**config.mk**
```make
export PLATFORM = sky130hd
export DESIGN_NAME = seg_scan_display
export DESIGN_NICKNAME = d
export VERILOG_FILES = /design/src/rtl/seg_scan_display_pkg.sv /design/src/rtl/seg_scan_display_char_decode.sv /design/src/rtl/seg_scan_display.sv
export SDC_FILE = /design/constraint.sdc
export NUM_CORES = 1
export LEC_CHECK = 0
export ABC_AREA = 1
export CAP_MARGIN = 15
export CORE_UTILIZATION = 60
export DETAILED_ROUTE_END_ITERATION = 10
export PLACE_DENSITY = 0.83
export SETUP_SLACK_MARGIN = 0.1
export SLEW_MARGIN = 20
export SYNTH_ARGS = -nofsm -noshare
export SYNTH_HDL_FRONTEND = slang
export SYNTH_SLANG_ARGS = --single-unit
```
**constraint.sdc**
```tcl
create_clock -name clk -period 2.7 [get_ports clk]
set_input_delay 0.54 -clock clk [delete_from_list [all_inputs] [get_ports clk]]
set_output_delay 0.54 -clock clk [all_outputs]
set_load 0.05 [all_outputs]
```
**src/rtl/seg_scan_display_pkg.sv**
```systemverilog
// Shared constants for the scanned seven-segment display: character codes,
// segment bit positions and the digit-buffer entry layout.
package seg_scan_display_pkg;

  localparam logic [4:0] CH_A     = 5'd10;
  localparam logic [4:0] CH_B     = 5'd11;
  localparam logic [4:0] CH_C     = 5'd12;
  localparam logic [4:0] CH_D     = 5'd13;
  localparam logic [4:0] CH_E     = 5'd14;
  localparam logic [4:0] CH_F     = 5'd15;
  localparam logic [4:0] CH_L     = 5'd16;
  localparam logic [4:0] CH_O     = 5'd17;
  localparam logic [4:0] CH_P     = 5'd18;
  localparam logic [4:0] CH_R     = 5'd19;
  localparam logic [4:0] CH_T     = 5'd20;
  localparam logic [4:0] CH_U     = 5'd21;
  localparam logic [4:0] CH_Y     = 5'd22;
  localparam logic [4:0] CH_N     = 5'd23;
  localparam logic [4:0] CH_DASH  = 5'd24;
  localparam logic [4:0] CH_BLANK = 5'd31;

  // Segment bit order on the tube buses: a..g in bits 0..6, dp in bit 7.
  localparam int SEG_A  = 0;
  localparam int SEG_G  = 6;
  localparam int SEG_DP = 7;

  typedef struct packed {
    logic [4:0] ch;
    logic       dp;
    logic       blink;
  } cell_t;

  localparam cell_t CELL_BLANK = '{ch: CH_BLANK, dp: 1'b0, blink: 1'b0};

  function automatic logic [7:0] seg_pack(input logic [6:0] gfedcba, input logic dp);
    logic [7:0] s;
    s               = '0;
    s[SEG_G:SEG_A]  = gfedcba;
    s[SEG_DP]       = dp;
    return s;
  endfunction

endpackage

```
**src/rtl/seg_scan_display_char_decode.sv**
```systemverilog
// Combinational character-code to active-high segment decoder.
module seg_char_decode
  import seg_scan_display_pkg::*;
(
  input  logic [4:0] char_i,
  input  logic       dp_i,
  output logic [7:0] seg_o
);

  logic [6:0] gfedcba;

  always_comb begin
    gfedcba = 7'h00;
    case (char_i)
      5'd0:    gfedcba = 7'h3F;
      5'd1:    gfedcba = 7'h06;
      5'd2:    gfedcba = 7'h5B;
      5'd3:    gfedcba = 7'h4F;
      5'd4:    gfedcba = 7'h66;
      5'd5:    gfedcba = 7'h6D;
      5'd6:    gfedcba = 7'h7D;
      5'd7:    gfedcba = 7'h07;
      5'd8:    gfedcba = 7'h7F;
      5'd9:    gfedcba = 7'h6F;
      CH_A:    gfedcba = 7'h77;
      CH_B:    gfedcba = 7'h7C;
      CH_C:    gfedcba = 7'h39;
      CH_D:    gfedcba = 7'h5E;
      CH_E:    gfedcba = 7'h79;
      CH_F:    gfedcba = 7'h71;
      CH_L:    gfedcba = 7'h38;
      CH_O:    gfedcba = 7'h5C;
      CH_P:    gfedcba = 7'h73;
      CH_R:    gfedcba = 7'h50;
      CH_T:    gfedcba = 7'h78;
      CH_U:    gfedcba = 7'h1C;
      CH_Y:    gfedcba = 7'h6E;
      CH_N:    gfedcba = 7'h54;
      CH_DASH: gfedcba = 7'h40;
      default: gfedcba = 7'h00;
    endcase
    seg_o = seg_pack(gfedcba, dp_i);
  end

endmodule

```
**src/rtl/seg_scan_display.sv**
```systemverilog
// Multiplexed seven-segment scanner: per-digit character buffer, slot divider,
// free-running blink phase and registered digit/segment drive for two tube groups.
module seg_scan_display
  import seg_scan_display_pkg::*;
#(
  parameter int CLK_HZ   = 100000000,
  parameter int SCAN_HZ  = 500,
  parameter int DIGITS   = 8,
  parameter int GROUP    = 4,
  parameter int BLINK_HZ = 2
)(
  input  logic              clk,
  input  logic              rst_n,
  input  logic              wr_en,
  input  logic [3:0]        wr_addr,
  input  logic [4:0]        wr_char,
  input  logic              wr_dp,
  input  logic              wr_blink,
  input  logic              clear,
  output logic [DIGITS-1:0] seg_en,
  output logic              ctr1,
  output logic              ctr2,
  output logic [7:0]        tube1,
  output logic [7:0]        tube2
);

  localparam int SLOT       = CLK_HZ / (SCAN_HZ * DIGITS);
  localparam int BLINK_HALF = CLK_HZ / (2 * BLINK_HZ);
  localparam int DIV_W      = $clog2(SLOT + 1);
  localparam int BLK_W      = $clog2(BLINK_HALF + 1);
  localparam int IDX_W      = $clog2(DIGITS);
  localparam logic [IDX_W:0]    GROUP_L = (IDX_W + 1)'(GROUP);
  localparam logic [DIGITS-1:0] ONE_HOT0 = DIGITS'(1);

  logic [DIV_W-1:0]  div_q, div_d;
  logic [IDX_W-1:0]  idx_q, idx_d;
  logic [BLK_W-1:0]  blk_q, blk_d;
  logic              phase_q, phase_d;
  logic              tick, blk_wrap;
  cell_t             buf_q [DIGITS];
  cell_t             buf_d [DIGITS];

  cell_t             cur;
  logic [7:0]        seg_raw, seg_vis;
  logic              in_g1;
  logic [DIGITS-1:0] seg_en_q, seg_en_d;
  logic              ctr1_q, ctr1_d, ctr2_q, ctr2_d;
  logic [7:0]        tube1_q, tube1_d, tube2_q, tube2_d;

  always_comb begin
    tick     = (div_q == DIV_W'(SLOT - 1));
    div_d    = tick ? '0 : div_q + 1'b1;
    idx_d    = idx_q;
    if (tick) idx_d = (idx_q == IDX_W'(DIGITS - 1)) ? '0 : idx_q + 1'b1;
    blk_wrap = (blk_q == BLK_W'(BLINK_HALF - 1));
    blk_d    = blk_wrap ? '0 : blk_q + 1'b1;
    phase_d  = phase_q ^ blk_wrap;
  end

  // Clear wins over a simultaneous write; out-of-range addresses match no entry.
  always_comb begin
    for (int i = 0; i < DIGITS; i++) begin
      buf_d[i] = buf_q[i];
      if (clear)
        buf_d[i] = CELL_BLANK;
      else if (wr_en && (wr_addr == 4'(i)))
        buf_d[i] = '{ch: wr_char, dp: wr_dp, blink: wr_blink};
    end
  end

  assign cur = buf_q[idx_q];

  seg_char_decode u_decode (
    .char_i (cur.ch),
    .dp_i   (cur.dp),
    .seg_o  (seg_raw)
  );

  always_comb begin
    seg_vis  = (cur.blink && phase_q) ? 8'h00 : seg_raw;
    in_g1    = ({1'b0, idx_q} < GROUP_L);
    seg_en_d = ONE_HOT0 << idx_q;
    ctr1_d   = in_g1;
    ctr2_d   = !in_g1;
    tube1_d  = in_g1 ? seg_vis : 8'h00;
    tube2_d  = in_g1 ? 8'h00 : seg_vis;
  end

  always_ff @(posedge clk or negedge rst_n) begin
    if (!rst_n) begin
      div_q    <= '0;
      idx_q    <= '0;
      blk_q    <= '0;
      phase_q  <= 1'b0;
      for (int i = 0; i < DIGITS; i++) buf_q[i] <= CELL_BLANK;
      seg_en_q <= '0;
      ctr1_q   <= 1'b0;
      ctr2_q   <= 1'b0;
      tube1_q  <= 8'h00;
      tube2_q  <= 8'h00;
    end else begin
      div_q    <= div_d;
      idx_q    <= idx_d;
      blk_q    <= blk_d;
      phase_q  <= phase_d;
      for (int i = 0; i < DIGITS; i++) buf_q[i] <= buf_d[i];
      seg_en_q <= seg_en_d;
      ctr1_q   <= ctr1_d;
      ctr2_q   <= ctr2_d;
      tube1_q  <= tube1_d;
      tube2_q  <= tube2_d;
    end
  end

  assign seg_en = seg_en_q;
  assign ctr1   = ctr1_q;
  assign ctr2   = ctr2_q;
  assign tube1  = tube1_q;
  assign tube2  = tube2_q;

endmodule

```
==> flow_summary.toml <==
[die]
die_x_um = 106
chipHeight_um = 106
core_um2 = 10400
io_pins = 41
rows = 37
start_util_pct = 62.4
design.die.area_um2 = 11200

[sta]
fin_crit_ns = 2.21
tightestPinTransition_ns = 0.734
timing.final.crit_share_pct = 81.7
max_freq_ghz = 0.453
final_hold_viol_count = 0
timing_max_transition_violations_final = 0
worst_clock_skew_ns = 0.0146
max_slew_margin_pct = 51.1
tns_ns = 0
unrepaired_setup_endpoints_after_global_routing = "no"
finalSetupViolCount = 0

[global_routing]
grt_use_total_pct = 30.4
via_count_of_the_first_global_routing_pass = 5402
antenna_found_initial = 0
grt_max_degree = 56
grt_overflow_total = 0
global_route_wire_length_before_repair_um = 26100

[cts]
clock_latency_ns = 0.54
cts-hold-fix-buffers = 0
cts_inserted_buffers = 17
clock_transition_at_the_register_clock_pins_on_the_worst_setup_and_hold_paths_after_cts_ns = 0.06
cts.sinks = 126
post_cts.repair.setup_buffers = 0
post_cts_resized = 0
tritoncts = "done"
cts.root.buffer_cell = "sky130_fd_sc_hd__clkbuf_8"
htreeDepth = 4
max-clock-path-buffers = 2

[synthesis]
synth_sequential_area_ratio_pct = 49.5
syn_nets = 840
synth_cells = 811
post-synth-top-area-fraction_pct = 33.2
ys_warn_count = 0
synth-edff-count = 0
synth-main-ff-cell = "sky130_fd_sc_hd__dfrtp_1"
ys_async_sr_fraction_pct = 100
avgSynthCellArea_um2 = 7.98
synth_cell_types = 42
post_synth_main_area_contributors = "sky130_fd_sc_hd__dfrtp_1, sky130_fd_sc_hd__dfstp_2, sky130_fd_sc_hd__nand2_1"
netlist.top_cell.by_area = "sky130_fd_sc_hd__dfrtp_1"
synth-seq-cells = 126
mapped_area_um2 = 6470

[detailed_routing]
ant_nets = 0
detail_route.wl_per_cell_um = 15.2
route.vias.total = 5608
final_routed_wirelength_across_all_metal_layers_um = 15300
first_iter_violations = 429
detail_route.first_pass.iterations = 7
drcViolationCount = 0
viasPerCell = 5.57

[finish]
n_antenna_cell = 0
drive_above_1_share_pct = 11.6
n_fill_cell = 779
multi_input_area_um2 = 2660
flow.area_growth_from_synthesis_pct = 16.9
final-instance-count-excl-fill = 1007
ff_latch_area_um2 = 3200
finish.net_count = 887

[placed_design]
weighted_congestion_reported_at_the_end_of_routability_driven_placement = 0.895
dp.final_hpwl_um = 10900
count_of_input_and_output_buffers = 40
place_inst = 975

[setup_path]
cp-start-kind = "flip-flop"
cp_cell_sequence = "clkdlybuf4s50_1"
reg2reg_from = "idx_q[0]$_DFFE_PN0N_"
end_kind = "output port"
cp_num_buf_inv = 1
cp_slowest_stage_delay_ns = 0.81
cp-startpoint = "seg_en[6]$_DFF_PN0_"
timing.critical_path.max_delay_family = "buffers and inverters"
worst_ep_arrival_time_ns = 1.67
crit_path_top_delay_cell = "sky130_fd_sc_hd__clkdlybuf4s50_1"
cp_max_fo = 1
crit_required_ns = 2.16
critPathKind = "reg2out"

[pwr]
powerDensity_nw_per_um2 = 630
max-vdd-ir-drop_mv = 0.644
total_leakage_power_nw = 3.77

[run_status]
status = "complete, no violations"

[hold_path]
hold_path.class = "in2async"

[flow_run]
timing.max_cap.violations = 0
==> final cells by class <==
| class | count | area share [%] |
|---|---|---|
| clock inverter | 10 | 1.50 |
| sequential | 126 | 42.3 |
| tap | 136 | 2.25 |
| multi-input combinational | 540 | 35.2 |
| timing repair buffer | 50 | 6.58 |
| inverter | 123 | 6.17 |
| clock buffer | 22 | 5.99 |
==> cell usage after synthesis, drive strengths merged (4+ instances only) <==
master / count
nand2: 199
nor4: 9
a31oi: 4
dfstp: 40
ha: 14
nor2: 85
buf: 13
nand3: 68
nand4: 16
nor3: 25
inv: 123
o21ai: 74
a21oi: 20
clkbuf: 9
dfrtp: 86
xor2: 12
==> power breakdown <==
group	total [mW]	internal (mW)	leakage, nW	switching (mW)
Sequential	2.06	2.03	1.55	0.0315
Combinational	0.519	0.158	1.95	0.362
Clock	2.18	1.36	0.267	0.828
==> worst paths after layout <==
kind | end | slack, ns | depth (start not counted)
min in group clk | div_q[0]$_DFF_PN0_ | 0.48 | 1
worst max-delay path | seg_en[6] | 0.49 | 1
worst min register to register | div_q[0]$_DFF_PN0_ | 0.48 | 1
max in group asynchronous | buf_q[55]$_DFFE_PN1P_ | 1.92 | 2
worst min-delay path | blk_q[12]$_DFF_PN0_ | 0.05 | 1
worst max register to register | tube1[0]$_DFF_PN0_ | 0.50 | 14
==> registers in the layout, summed over array words and instances, names as in the netlist <==
| signal | flops |
|---|---|
| div_q | 15 |
| tube2 | 8 |
| seg_en | 8 |
| idx_q | 3 |
| tube1 | 8 |
| blk_q | 25 |
| buf_q | 56 |
| ctr1 | 1 |
| phase_q | 1 |
| ctr2 | 1 |
==> stage by stage <==
step / worst slack, ns / cell area (µm²) / hold slack (ns) / utilization (%) / power [mW]
final: 0.494 / 7570 / 0.0550 / 73.0 / 4.76
after global routing: 0.245 / 7570 / 0.111 / 73.0 / 4.94
after CTS: 0.461 / 7570 / 0.0791 / 73.0 / 4.77
after detailed placement: 0.466 / 7000 / 0.468 / 67.5 / 2.60
after global placement: 0.556 / 7000 / 0.447 / 67.5 / 2.59
after floorplan: 0.769 / 6470 / 0.244 / - / 2.41
==> layout by cell type, fill, tap and decap left out, types with 2 or more instances in the layout <==
cell,count
sky130_fd_sc_hd__clkbuf_16,16
sky130_fd_sc_hd__dfstp_2,40
sky130_fd_sc_hd__nand2_1,194
sky130_fd_sc_hd__xor2_1,12
sky130_fd_sc_hd__dfrtp_1,86
sky130_fd_sc_hd__xnor2_1,2
sky130_fd_sc_hd__nand4_1,16
sky130_fd_sc_hd__o21ai_0,66
sky130_fd_sc_hd__clkbuf_8,3
sky130_fd_sc_hd__ha_1,14
sky130_fd_sc_hd__buf_12,2
sky130_fd_sc_hd__o21ai_1,7
sky130_fd_sc_hd__clkdlybuf4s50_1,39
sky130_fd_sc_hd__nand3b_1,2
sky130_fd_sc_hd__inv_4,2
sky130_fd_sc_hd__nor3_1,22
sky130_fd_sc_hd__nand3_1,63
sky130_fd_sc_hd__clkinv_2,3
sky130_fd_sc_hd__buf_4,9
sky130_fd_sc_hd__nor2_1,83
sky130_fd_sc_hd__nand2_2,4
sky130_fd_sc_hd__inv_1,119
sky130_fd_sc_hd__nand3_2,4
sky130_fd_sc_hd__nor4_1,9
sky130_fd_sc_hd__inv_2,2
sky130_fd_sc_hd__bufinv_16,2
sky130_fd_sc_hd__clkinvlp_4,4
sky130_fd_sc_hd__nor3_2,2
sky130_fd_sc_hd__o211ai_1,2
sky130_fd_sc_hd__clkbuf_1,3
sky130_fd_sc_hd__a21oi_1,20
sky130_fd_sc_hd__a31oi_1,4
==> layer usage <==
layer  vias up  global-route usage, %  share of wire, %
met3        27                   8.35               6.8
met1      2665                   39.1                43
li1       2686                      -                 -
met5         -                      0                 0
met4         0                   10.5               1.6
met2       230                   49.3                49
==> logic make-up (layout without fill, tap and decap cells) <==
group / count (synthesis) / in the layout / synth area share (%)
adders and majority gates: 14 / 14 / 2.71
AOI/OAI and AO/OA: 104 / 104 / 8.52
DFF: 126 / 126 / 49.5
buffers and inverters: 145 / 205 / 9.41
and+or+nand+nor: 408 / 408 / 28.0
xor gates and xnor gates: 14 / 14 / 1.89
Note: power is estimated with default switching activity, not from simulation.
